**src/rtl/etm_mul_arbiter.sv**
```systemverilog
// Round-robin arbiter that shares one fully pipelined ETM multiplier among NREQ
// requesters, tracks requester IDs through a latency-matched tag pipe and returns products.
module etm_mul_arbiter #(
  parameter int NREQ = 4,
  parameter int W    = 8,
  parameter int LAT  = 2
) (
  input  logic                     clk,
  input  logic                     rst_n,
  input  logic                     en,
  input  logic [NREQ-1:0]          req_valid,
  input  logic [NREQ*W-1:0]        req_a,
  input  logic [NREQ*W-1:0]        req_b,
  output logic [NREQ-1:0]          req_ready,
  output logic                     mul_valid,
  output logic [W-1:0]             mul_a,
  output logic [W-1:0]             mul_b,
  input  logic [2*W-1:0]           mul_result,
  output logic [NREQ-1:0]          rsp_valid,
  output logic [2*W-1:0]           rsp_result,
  output logic [$clog2(NREQ)-1:0]  rsp_id,
  output logic                     busy
);

  localparam int IDW = $clog2(NREQ);
  localparam logic [IDW-1:0] LAST_ID = IDW'(NREQ - 1);
  localparam logic [NREQ-1:0] ONE_HOT0 = {{(NREQ-1){1'b0}}, 1'b1};

  // Handshake: requester i transfers on a cycle where req_valid[i] && req_ready[i];
  // it must hold operands stable while valid and not ready, and may drop valid freely.
  // Responses are single-cycle pulses with no backpressure.

  logic [IDW-1:0]  r_rr_ptr;
  logic [NREQ-1:0] w_grant;
  logic [IDW-1:0]  w_grant_id;
  logic            w_xfer;

  logic            r_mul_valid;
  logic [W-1:0]    r_mul_a;
  logic [W-1:0]    r_mul_b;
  logic [IDW-1:0]  r_iss_id;

  logic [LAT-1:0]  r_tag_v;
  logic [IDW-1:0]  r_tag_id [LAT];

  logic [NREQ-1:0] r_rsp_valid;
  logic [2*W-1:0]  r_rsp_result;
  logic [IDW-1:0]  r_rsp_id;

  // Search from r_rr_ptr upward with wrap; first valid requester wins.
  always_comb begin
    int              k;
    logic            found;
    logic [IDW-1:0]  idx;
    w_grant    = '0;
    w_grant_id = '0;
    found      = 1'b0;
    k          = 0;
    idx        = '0;
    for (int j = 0; j < NREQ; j++) begin
      k = int'(r_rr_ptr) + j;
      if (k >= NREQ) k = k - NREQ;
      idx = k[IDW-1:0];
      if (en && !found && req_valid[idx]) begin
        found        = 1'b1;
        w_grant[idx] = 1'b1;
        w_grant_id   = idx;
      end
    end
  end

  assign w_xfer    = |w_grant;
  assign req_ready = w_grant;

  // Round-robin pointer and issue stage.
  always_ff @(posedge clk or negedge rst_n) begin
    if (!rst_n) begin
      r_rr_ptr    <= '0;
      r_mul_valid <= 1'b0;
      r_mul_a     <= '0;
      r_mul_b     <= '0;
      r_iss_id    <= '0;
    end else begin
      r_mul_valid <= w_xfer;
      if (w_xfer) begin
        r_rr_ptr <= (w_grant_id == LAST_ID) ? '0 : w_grant_id + IDW'(1);
        r_mul_a  <= req_a[w_grant_id*W +: W];
        r_mul_b  <= req_b[w_grant_id*W +: W];
        r_iss_id <= w_grant_id;
      end
    end
  end

  // Tag pipe mirrors the multiplier pipeline; its last stage lines up with mul_result.
  always_ff @(posedge clk or negedge rst_n) begin
    if (!rst_n) begin
      r_tag_v <= '0;
      for (int i = 0; i < LAT; i++) r_tag_id[i] <= '0;
    end else begin
      r_tag_v[0]  <= r_mul_valid;
      r_tag_id[0] <= r_iss_id;
      for (int i = 1; i < LAT; i++) begin
        r_tag_v[i]  <= r_tag_v[i-1];
        r_tag_id[i] <= r_tag_id[i-1];
      end
    end
  end

  // Response register: product passes through untouched at full width.
  always_ff @(posedge clk or negedge rst_n) begin
    if (!rst_n) begin
      r_rsp_valid  <= '0;
      r_rsp_result <= '0;
      r_rsp_id     <= '0;
    end else begin
      if (r_tag_v[LAT-1]) begin
        r_rsp_valid  <= ONE_HOT0 << r_tag_id[LAT-1];
        r_rsp_result <= mul_result;
        r_rsp_id     <= r_tag_id[LAT-1];
      end else begin
        r_rsp_valid  <= '0;
      end
    end
  end

  assign mul_valid  = r_mul_valid;
  assign mul_a      = r_mul_a;
  assign mul_b      = r_mul_b;
  assign rsp_valid  = r_rsp_valid;
  assign rsp_result = r_rsp_result;
  assign rsp_id     = r_rsp_id;
  assign busy       = r_mul_valid | (|r_tag_v) | (|r_rsp_valid);

endmodule

```
**config.mk**
```make
export PLATFORM = sky130hd
export DESIGN_NAME = etm_mul_arbiter
export DESIGN_NICKNAME = d
export VERILOG_FILES = /design/src/rtl/etm_mul_arbiter.sv
export SDC_FILE = /design/constraint.sdc
export NUM_CORES = 1
export LEC_CHECK = 0
export ABC_AREA = 1
export CORE_ASPECT_RATIO = 1.2
export CORE_UTILIZATION = 25
export CTS_BUF_LIST = sky130_fd_sc_hd__clkbuf_8
export DETAILED_ROUTE_END_ITERATION = 16
export PLACE_DENSITY = 0.64
export SYNTH_ARGS = -nofsm -noshare
export SYNTH_HDL_FRONTEND = slang
export SYNTH_SLANG_ARGS = --single-unit
```
**constraint.sdc**
```tcl
create_clock -name clk -period 5.4 [get_ports clk]
set_input_delay 1.35 -clock clk [delete_from_list [all_inputs] [get_ports clk]]
set_output_delay 1.35 -clock clk [all_outputs]
set_load 0.01 [all_outputs]
```
==> flow_summary.yaml <==
grt:
  antenna_found_initial: 0
  gr-total-overflow: 0
  grt_pass1_vias: 2829
  grt_first_pass_wirelength_um: 12800
  grt_use_total: 0.131
  grt_max_degree: 50
setup_path:
  critPathArrivalTime_ns: 3.21
  r2r_slack_ns: 2.24
  cp_max_fo: 5
  worstSetupEndpointType: "output port"
  rr_worst_depth: 16
  required_ns: 4.05
  crit-reg2reg-launch: "r_rr_ptr[0]"
  worstSetupStartpointType: "input port"
  r2r_end: "mul_a[6]"
  crit_type: "input port to output port"
floorplan:
  dieArea_mm2: 0.0120
  die_y_um: 120
  ios: 131
  std_cell_rows: 42
  start_util: 0.259
  coreArea_mm2: 0.0111
  chipWidth_um: 100
sta:
  setup_violations: 0
  slew_violations: 0
  worst_slew_pin_slew_ns: 1.03
  fin_hold_ws_ns: 0.359
  achievable-frequency_mhz: 219
  timing.final.crit_share: 0.844
  rsz0062_at_grt: "false"
  period_needed_ns: 4.56
  hold_viol: 0
  setup_tns_ns: 0
  slew_headroom: 0.312
  finClkSkew_ns: 0.00779
final_layout:
  drive_above_1_share: 0.0783
  layout_commonest_cell: "nand2_1"
  diodes: 0
  nFillCells: 1185
  nNetsFinal: 601
  final_core_util: 0.394
  final_cell_mix: "nand2_1, clkdlybuf4s50_1, nand3_1"
  synthToLayoutAreaGrowth_pct: 52.2
run_status:
  outcome: "finished clean"
worst_hold_path:
  hold_depth: 0
  min_to: "r_tag_id[0]"
  hold_start: "r_tag_id[2]"
  hold_class: "flop to flop"
routing:
  vias: 2898
  wl_per_cell_um: 11.7
  drc_errors: 0
  drtIter0Drc: 172
  ant_nets: 0
  routed_wl_um: 7760
  vias_per_cell: 4.36
  first_pass_iters: 6
place:
  dp_hpwl_um: 5930
  gp_congestion: 0.795
  portBuffers: 130
power_and_ir_drop:
  ir_worst_vdd_mv: 0.192
  powerDensity_mw_per_mm2: 587
  finalPower_w: 0.00257
  power.leakage_nw: 2.12
synth:
  yosysTopAreaCellShare: 0.425
  synth_edf_count: 0
  synthesis.nets: 481
  syn_area_mm2: 0.00288
  synth_mux_area_frac: 0.0625
  synthSimpleGateAreaFrac: 0.394
  synth_cell_types: 27
  synthArstFlopShare: 1.00
  ys_seq_area_frac: 0.425
  synth_seq_cells: 49
  synth_top_family_by_area: "simple AND/OR/NAND/NOR gates"
  synth_area_leaders: "dfrtp_1, nand2_1, nand3_1"
  yosysTopAreaCell: "dfrtp_1"
  synth-main-ff-cell: "dfrtp_1"
  syn-instance-count: 390
  synth_xor_area_frac: 0
  synth-compound-area-share: 0.00954
  synth_warnings: 0
  postSynthAreaPerCell_um2: 7.39
  synth_fa_ha_area_frac: 0.0174
cts:
  cts_made_buffers: 5
  cts_sinks: 49
  cts-resized-gates: 0
  htreeDepth: 2
  cts_tree: "done"
  ctsHoldBuffers: 0
  cts-root-buf: "clkbuf_8"
  clk_latency_ns: 0.29
  clk_pin_slew_worst_paths_ns: 0.09
  post_cts_buffers: 0
  clock_path_buffers: 2
job:
  drv_cap: 0
per-layer routing:
metal	GRT usage	wire length [um]	vias to the layer above
met5	0	0	-
met4	0.0507	116	0
met3	0.0198	393	8
met2	0.233	3800	129
met1	0.157	3450	1286
li1	-	-	1475
where the power goes:
part           internal, W  leakage, nW  switching, W
Clock             0.000137       0.0595      0.000116
Combinational     0.000719         1.46      0.000936
Sequential        0.000548        0.604      0.000119
cell type report:
type / count / area (um2) / area share
multi-input cells: 282 / 1400 / 0.318
well taps: 154 / 193 / 0.0439
clock inverters: 3 / 42.5 / 0.00969
inverters: 40 / 153 / 0.0348
repair buffers: 132 / 1310 / 0.299
clock buffers: 5 / 68.8 / 0.0157
flip-flops and latches: 49 / 1230 / 0.279
logic make-up (layout without fill, tap and decap cells):
kind of cell	count (synthesis)	count (layout)
compound gates	5	5
fa+ha+maj	4	4
buf+inv	59	180
flops	49	49
mux	16	16
simple gates	257	257
per-stage QoR:
step / instance area [um2] / setup slack (ns) / cells
floorplan: 2880 / 2.00 / 390
detailed placement: 4280 / 0.860 / 657
global route: 4390 / 0.729 / 665
finish: 4390 / 0.841 / 665
global placement: 4280 / 1.01 / 657
CTS: 4390 / 0.862 / 665
sequential cells by signal, indices dropped and copies added, names as in the netlist, 2 cells and up:
| register | count |
|---|---|
| mul_b | 8 |
| r_iss_id | 2 |
| rsp_valid | 4 |
| r_tag_id | 4 |
| r_rr_ptr | 2 |
| rsp_result | 16 |
| mul_a | 8 |
| r_tag_v | 2 |
| rsp_id | 2 |
worst max-delay path, cell delays in order:
cell	delay, ns
clkdlybuf4s50_1	0.43
nand2_1	0.11
nand3_1	0.12
nand2_2	0.13
nand2_1	0.10
nor2_2	0.21
nand2_1	0.07
nand4_1	0.14
clkdlybuf4s50_1	0.56
synthesized netlist by cell type (2+ instances only):
library cell	instances
nor3_1	2
nand2_1	153
nand4_1	4
mux2_2	16
dfrtp_1	49
nor2_4	2
inv_1	38
o21ai_0	2
nor2_1	7
nand2_2	5
nand3_1	78
buf_1	3
buf_4	3
buf_6	2
buf_2	10
nor2_2	2
ha_1	4
worst max-delay path by stage:
| stage | startpoint | slack [ns] | cells past startpoint | to |
|---|---|---|---|---|
| floorplan | req_valid[2] | 2.00 | 7 | req_ready[1] |
| global placement | req_valid[3] | 1.01 | 9 | req_ready[1] |
| detailed placement | req_valid[3] | 0.86 | 9 | req_ready[2] |
| CTS | req_valid[3] | 0.86 | 9 | req_ready[2] |
| global route | req_valid[3] | 0.73 | 9 | req_ready[1] |
| finish | req_valid[3] | 0.84 | 9 | req_ready[1] |
Power figures use the tool's default switching activity.
==> patch, RTL diff (config.mk and constraints unchanged) <==
Change the parameter `LAT` from 2 to 1.
--- a/src/rtl/etm_mul_arbiter.sv
+++ b/src/rtl/etm_mul_arbiter.sv
@@ -3,7 +3,7 @@
 module etm_mul_arbiter #(
   parameter int NREQ = 4,
   parameter int W    = 8,
-  parameter int LAT  = 2
+  parameter int LAT  = 1
 ) (
   input  logic                     clk,
   input  logic                     rst_n,
Check against the original RTL: not equivalent (a bounded check fails within 4 cycles, from zero or initial values and one cycle with rst_n low).
==> patch against the unedited design <==
- via count decreased by 0.35%
- synthesized area rose by 1.0%
- total power decreased by 0.30%
- sequential cell count fell by 3
- wire length is 4.4% higher
- cell area down 0.20%
- critical path depth is 2 higher
- setup slack worse by 18 ps
- sequential share of layout area down 1.7 points
==> patch: results (changes against the unedited design) <==
### Power and ir drop
- internal power: 1350 uW, -3.9%
- leakage dissipation: 0.00206 uW, -2.9%
- Max IR drop VDD: 0.244 mV, +27%

### Route
- routed length on met3: 481 um, +22%
- length of the first detailed-routing pass in iterations: 4, -2
- starting DRC count in detailed routing: 112, -35%
- via count: 2888, -0.35%
- detailed-route wire length per cell: 12.3 um, +5.6%
- metal2 WL: 3.93 mm, +3.2%
- met1 routed wirelength after detailed routing: 3.46 mm, +0.38%

### Place
- gp weighted congestion: 0.842, +6.0%
- final HPWL from detailed placement: 6.19 mm, +4.4%

### Global routing
- initial antenna violation count: 0, unchanged
- GR met1 Demand/Resource: 15.8%, +0.096 points
- number of global-route vias before repair: 2761, -2.4%
- largest net degree at the start of global routing: 47, -6.0%
- wire length of the first global-routing pass: 13.0 mm, +1.4%
- global-route track usage on met2: 24.1%, +0.87 points
- overall track demand over capacity in global routing: 13.4%, +0.33 points
- met3 Usage GRT: 2.08%, +0.10 points

### Synth
- ranking of synthesized cells by area: dfrtp_1 (40%), nand2_1 (20%), nand3_1 (11%)
- Unique masters post-synth: 29, +7.4%
- xor/xnor cell area share of the yosys netlist: 0.301%, +0.30 points
- fraction of synthesized cell area taken by the top area cell type: 39.5%, -3.0 points
- Commonest cells post-synth: nand2_1 (152), nand3_1 (62), dfrtp_1 (46), inv_1 (24)
- post-synthesis sequential area ratio: 39.5%, -3.0 points
- post-synthesis adder-cell area fraction: 3.43%, +1.7 points
- Compound-Gate Fraction of Synth Area: 1.67%, +0.72 points

### STA
- Final Hold Slack: 393 ps, +33.9 ps
- Final Skew: 11.3 ps, +3.50 ps
- Slew headroom: 32.6%, +1.4 points

### Worst setup path
- capturing element of the worst setup path: req_ready[2]
- capture point of the worst reg-to-reg path: mul_b[5]
- depth of the most critical reg-to-reg path: 15, -1
- register-to-register setup slack: 2220 ps, -20 ps

### Finish
- fraction of layout cells with a size suffix above 1: 9.15%, +1.3 points
- net total in the final layout: 597, -0.67%
- fill cell instance count of the final layout: 1189, +0.34%

### Run status
- result of the run: finished, final reports clean

### Clock network
- number of gates resized after CTS: 0, unchanged
- Clock Pin Slew Worst Setup and Hold Paths: 80 ps

### Hold path
- HP Start: r_iss_id[1]
- sink of the worst hold path: r_tag_id[1]

==> patch: changes by cell type after synthesis, sizes merged, moves of 2 or more <==
cell    unedited run  this run
nand4              4         2
nor2              11        15
nand3             80        64
a21oi              1         3
nand3b             0        16
nor3               2         0
inv               40        25
dfrtp             49        46
ha                 4         8
==> patch: power by group through the flow <==
stage	Sequential [uW]	Combinational [uW]	Clock [uW]
final	640	1720	209
after global routing	665	1930	228
after CTS	644	1740	216
after detailed placement	650	1730	0
after global placement	643	1710	0
after floorplan	678	1130	0
==> patch: cell families (layout without fill, tap and decap cells) <==
group                    Yosys count  in the layout
AND/OR/NAND/NOR                  258            258
flip-flops                        46             46
buffers and inverters             45            166
multiplexers                      16             16
adder cells (fa/ha/maj)            8              8
AO/OA/AOI/OAI                      8              8
XOR/XNOR                           1              1
==> patch: worst reg2reg max path, stage by stage (launching register included) <==
cell and delay (ps):
dfrtp_1 580, inv_2 200, ha_1 400, inv_1 110, nand3_1 100, nand2_2 120, inv_1 70, nand3_1 120
o21ai_1 70, a21oi_1 120, nand2_1 90, nor2_2 80, buf_4 250, nand2_1 490, nand2_1 230, nand2_1 70
==> patch: metrics by stage <==
stage / setup WS (ps) / utilization (%) / std cells / area, um^2
finish: 822 / 39.1 / 657 / 4380
global route: 712 / 39.1 / 657 / 4380
CTS: 843 / 39.1 / 657 / 4380
detailed placement: 843 / 38.3 / 649 / 4290
global placement: 871 / 38.3 / 649 / 4290
floorplan: 1930 / - / 382 / 2910
==> patch: cell type report <==
class	instances	area, um^2	area share [%]
Clock buffer	5	68.8	1.57
Clock inverter	3	21.3	0.486
Inverter	26	98.8	2.26
Multi-Input combinational cell	291	1540	35.1
Sequential cell	46	1150	26.3
Tap cell	154	193	4.40
Timing Repair Buffer	132	1310	29.9
